## config.mk

```make
export PLATFORM = sky130hd
export DESIGN_NAME = uart_tx_fifo
export DESIGN_NICKNAME = d
export VERILOG_FILES = /design/src/rtl/uart_tx_fifo.sv
export SDC_FILE = /design/constraint.sdc
export NUM_CORES = 1
export LEC_CHECK = 0
export BUFFER_PORTS_ARGS = -buffer_cell sky130_fd_sc_hd__buf_4
export CAP_MARGIN = 0
export CORE_UTILIZATION = 45
export DETAILED_ROUTE_END_ITERATION = 12
export SETUP_SLACK_MARGIN = 0.15
export SLEW_MARGIN = 15
export SYNTH_ARGS = -nofsm -noshare
export SYNTH_HDL_FRONTEND = slang
export SYNTH_SLANG_ARGS = --single-unit
```

## constraint.sdc

```tcl
create_clock -name clk -period 5.7 [get_ports clk]
set_input_delay 0.57 -clock clk [delete_from_list [all_inputs] [get_ports clk]]
set_output_delay 0.57 -clock clk [all_outputs]
set_load 0.05 [all_outputs]
```

## src/rtl/uart_tx_fifo.sv

```systemverilog
// uart_tx_fifo: byte FIFO feeding a UART transmitter through a newd/donetx handshake.
// Define UART_TXFIFO_OVF_EN to enable the sticky overflow flag.
module uart_tx_fifo #(
    parameter int DEPTH = 16,
    localparam int AW = $clog2(DEPTH)
) (
    input  logic          clk,
    input  logic          rst,
    input  logic          wr_en,
    input  logic [7:0]    wr_data,
    output logic          full,
    output logic          empty,
    output logic [AW:0]   count,
    output logic          newd,
    output logic [7:0]    datatx,
    input  logic          donetx,
    input  logic          ovf_clr,
    output logic          overflow
);
    typedef enum logic [1:0] {IDLE, SEND, DRAIN} state_t;
    state_t state, state_nxt;
    logic [7:0] mem [DEPTH];
    logic [AW-1:0] rd_ptr, wr_ptr;
    logic [1:0] sync;
    logic done_s, done_q, rise, pop, push;
    logic [AW:0] count_nxt;

    assign done_s = sync[1];
    assign rise = done_s & ~done_q;
    assign pop = (state == IDLE) & ~empty;
    assign push = wr_en & ~full;
    assign count_nxt = count + (AW+1)'(push) - (AW+1)'(pop);

    always_ff @(posedge clk)
        if (push) mem[wr_ptr] <= wr_data;

    always_ff @(posedge clk or posedge rst)
        if (rst) begin
            wr_ptr <= '0;
            rd_ptr <= '0;
            count  <= '0;
            full   <= 1'b0;
            empty  <= 1'b1;
            datatx <= 8'h00;
            sync   <= 2'b00;
            done_q <= 1'b0;
            state  <= IDLE;
        end else begin
            wr_ptr <= push ? wr_ptr + 1'b1 : wr_ptr;
            rd_ptr <= pop ? rd_ptr + 1'b1 : rd_ptr;
            datatx <= pop ? mem[rd_ptr] : datatx;
            count  <= count_nxt;
            full   <= count_nxt == (AW+1)'(DEPTH);
            empty  <= count_nxt == '0;
            sync   <= {sync[0], donetx};
            done_q <= done_s;
            state  <= state_nxt;
        end

    // DRAIN waits for the synchronized done to drop so one pulse never completes two frames
    always_comb
        state_nxt = state == IDLE ? (empty ? IDLE : SEND) :
                    state == SEND ? (rise ? DRAIN : SEND) :
                    (done_s ? DRAIN : IDLE);

    always_comb
        newd = state == SEND;

`ifdef UART_TXFIFO_OVF_EN
    // a pop on the same edge frees a slot, so that drop does not count as overflow
    always_ff @(posedge clk or posedge rst)
        if (rst) overflow <= 1'b0;
        else if (wr_en & full & ~pop) overflow <= 1'b1;
        else if (ovf_clr) overflow <= 1'b0;
`else
    logic unused_ovf_clr;
    assign unused_ovf_clr = ovf_clr;
    assign overflow = 1'b0;
`endif
endmodule

```

==> results by group <==
Detailed routing
  • Antenna Nets Post-Route: 0
  • DRC Markers: 0
  • Vias: approximately 3.0k
  • Iteration count of the initial detailed-routing pass: 4
  • DR WL/cell: slightly above 20 um
  • First DRT Iteration DRCs: 199
  • DRT Wirelength: 11500 um
  • DR vias/cell: around 5.3

Cells and area
  • Commonest non-fill, non-tap cell in the layout: edfxtp_1
  • Fill count: 1095
  • Seq. cell area: 0.00455 mm2
  • Most frequent cells in the layout: edfxtp_1 (128), buf_4 (30), mux2i_1 (29), dfrtp_1 (27), mux4_2 (21)
  • Antenna cells: 0
  • Syn-to-layout area delta: 15.6%
  • Fraction of final layout cells sized beyond drive strength 1: 22.7%
  • Layout Cells excl Fill: 560
  • Final Instance Area: 0.00717 mm2
  • Footprint of the multi-input gates: 0.00154 mm2
  • Fin nets: 395

Die
  • Die area: 0.0143 mm2
  • # rows: 42
  • Die height: 119 um
  • Core area: 0.0133 mm2
  • Die W: 119 um
  • Io pins: 30
  • Starting density of the core: 46.5%

GRT
  • Remaining global-route overflow: 0
  • Routing usage on met3: roughly 3.6%
  • Busiest metal layer after global routing: met2
  • Tot GR Track Use: 18.0%
  • Vias in the first global route: 3103
  • Pin count of the biggest net entering global routing: 30
  • Grt met2 use: 27.8%
  • Initial antenna violation count: 0
  • Global-route track usage on met1: 24.9%
  • Global-route wire length before repair: 18200 um

Worst setup path
  • Crit Path Max Fanout: 11
  • Crit path DAT: 3.25 ns
  • Worst reg2reg path depth: 10
  • Worst-path cell chain: or3_1 > inv_2 > ha_1 > inv_1 > ha_1 > fa_1 > a21o_1 > a21oi_1 > xnor2_1 > nor3b_1
  • RR Endpoint: full$_DFF_PP0_
  • Slowest CP cell: dfstp_2
  • Worst Path Required: between 6 and 7 ns
  • Crit path launch type: flip-flop
  • Most used cell along the critical path: ha_1
  • Reg2Reg Setup Slack: around 2.8 ns
  • Worst r2r src: empty$_DFF_PP1_
  • Largest stage delay, worst path: 0.54 ns
  • Setup CP Type: reg -> reg
  • Crit end category: flip-flop

Logic synthesis
  • Register area share after synthesis: approximately three quarters
  • Mapped Area: 0.00621 mm2
  • Asr flop ratio synth: between 10% and 20%
  • Ys flop type: edfxtp_1
  • Flops & latches, synth: 156
  • Post-synth EDFFs: 128
  • Cells after Synth: between 300 and 400
  • Post-synth net total: 358
  • Synth warn: 0
  • Syn avg cell area: 18.6 um2
  • Synth cell types: 40

STA
  • Slew of the pin with the lowest slew margin: 0.986 ns
  • Max Slew Vio Count: 0
  • Tmin final: between 2 and 3 ns
  • Relative slew slack: 34.3%
  • Fmax achieved: around 0.34 GHz
  • Final hold violations: 0
  • Clock Skews: 0.00554 ns
  • Tcrit/Tclk final: between 50 and 60%
  • Unrepaired setup endpoints after global routing: no
  • Final setup fails: 0
  • Post-Route Setup TNS: 0 ns

Clock tree
  • CTS tree: built
  • Num Clock Sinks: 156
  • Clk buf depth: 2
  • Post-CTS Hold Buffers: 0
  • Cts bufs inserted: 17
  • Clk_lat worst skew: between 0.4 and 0.5 ns
  • Postcts setup bufs: 0
  • H-tree Lvls: 4
  • Clock slew at reported path FFs: around 0.060 ns
  • Clock root cell: clkbuf_16
  • Post_cts resized: 0

Power and ir drop
  • Pleak: between 2 and 3 nW
  • Power per cell area: 544 mW/mm2
  • Worst IR Drop VDD: 0.000198 V

Min path
  • Worst min path class: in -> async

Placed design
  • GP Congestion: roughly 0.72
  • HPWL Detailed: between 7000 and 8000 um
  • Area after DPL: 0.00658 mm2
  • PortBufs: 27
  • Post-Place Cells: 528

Job
  • Max Cap Viol: 0

Status
  • Outcome: finished, final reports clean
## layer usage
metal	up-vias	wire [um]
met5	-	0
met4	0	200
met3	16	473
met2	59	5660
met1	1539	5170
li1	1372	-
## cell usage after synthesis (4+ instances only)
| library cell | number | area, um2 |
|---|---|---|
| buf_4 | 5 | 37.5 |
| mux4_2 | 21 | 473 |
| mux2i_1 | 29 | 290 |
| a21o_1 | 5 | 37.5 |
| xnor2_1 | 9 | 78.8 |
| dfrtp_1 | 27 | 676 |
| a22oi_1 | 8 | 60.1 |
| inv_1 | 11 | 41.3 |
| a32oi_1 | 4 | 35.0 |
| edfxtp_1 | 128 | 3840 |
| ha_1 | 10 | 125 |
| and2_1 | 18 | 113 |
| o21ai_0 | 6 | 30.0 |
| nand2_1 | 9 | 33.8 |
## area by class of cell
class                   instances  area share [%]
flip-flops and latches        156            63.4
multi-input cells             153            21.4
clock buffers                  18            5.98
repair buffers                 30            3.14
well taps                     176            3.07
clock inverters                14            2.34
inverters                      13           0.680
## metrics by stage
stage / hold WS (ns) / utilization, % / power [mW] / worst slack [ns]
after floorplan: 0.331 / - / 2.47 / 3.03
after global routing: 0.242 / 53.7 / 4.10 / 2.57
after global placement: 0.332 / 49.3 / 2.78 / 2.68
final: 0.231 / 53.7 / 3.90 / 2.79
after detailed placement: 0.350 / 49.3 / 2.81 / 2.62
after CTS: 0.239 / 53.7 / 3.95 / 2.76
## report_power, final
group          switching [mW]  internal, mW
logic                   0.735         0.506
registers               0.105          1.42
clock network           0.448         0.691
## cells by family after synthesis
logic type | Yosys count | synth area share (%)
and+or+nand+nor | 48 | 4.43
DFF | 156 | 73.2
adders and majority gates | 11 | 2.34
xor gates and xnor gates | 10 | 1.41
buffers and inverters | 25 | 2.02
muxes | 52 | 13.1
other | 1 | 0.0604
AOI/OAI and AO/OA | 31 | 3.39
## flip-flops by register name, indices dropped and copies added (netlist names)
| name | count |
|---|---|
| mem | 128 |
| state | 2 |
| empty | 1 |
| datatx | 8 |
| wr_ptr | 4 |
| done_q | 1 |
| full | 1 |
| sync | 2 |
| count | 5 |
| rd_ptr | 4 |
## worst max-delay path, delay by kind of cell, from the launching register on
family	cells	cell delay [ns]
fa+ha+maj	3	0.94
simple gates	2	0.60
flops	1	0.54
compound gates	2	0.36
buf+inv	2	0.21
xor+xnor	1	0.18
## worst max-delay path by stage
| stage | startpoint | cells after the start | end |
|---|---|---|---|
| floorplan | full$_DFF_PP0_ | 10 | full$_DFF_PP0_ |
| finish | empty$_DFF_PP1_ | 10 | full$_DFF_PP0_ |
| global placement | wr_en | 10 | full$_DFF_PP0_ |
| CTS | empty$_DFF_PP1_ | 10 | full$_DFF_PP0_ |
| detailed placement | wr_en | 11 | full$_DFF_PP0_ |
| global route | empty$_DFF_PP1_ | 10 | full$_DFF_PP0_ |
Note: power is estimated with default switching activity, not from simulation.
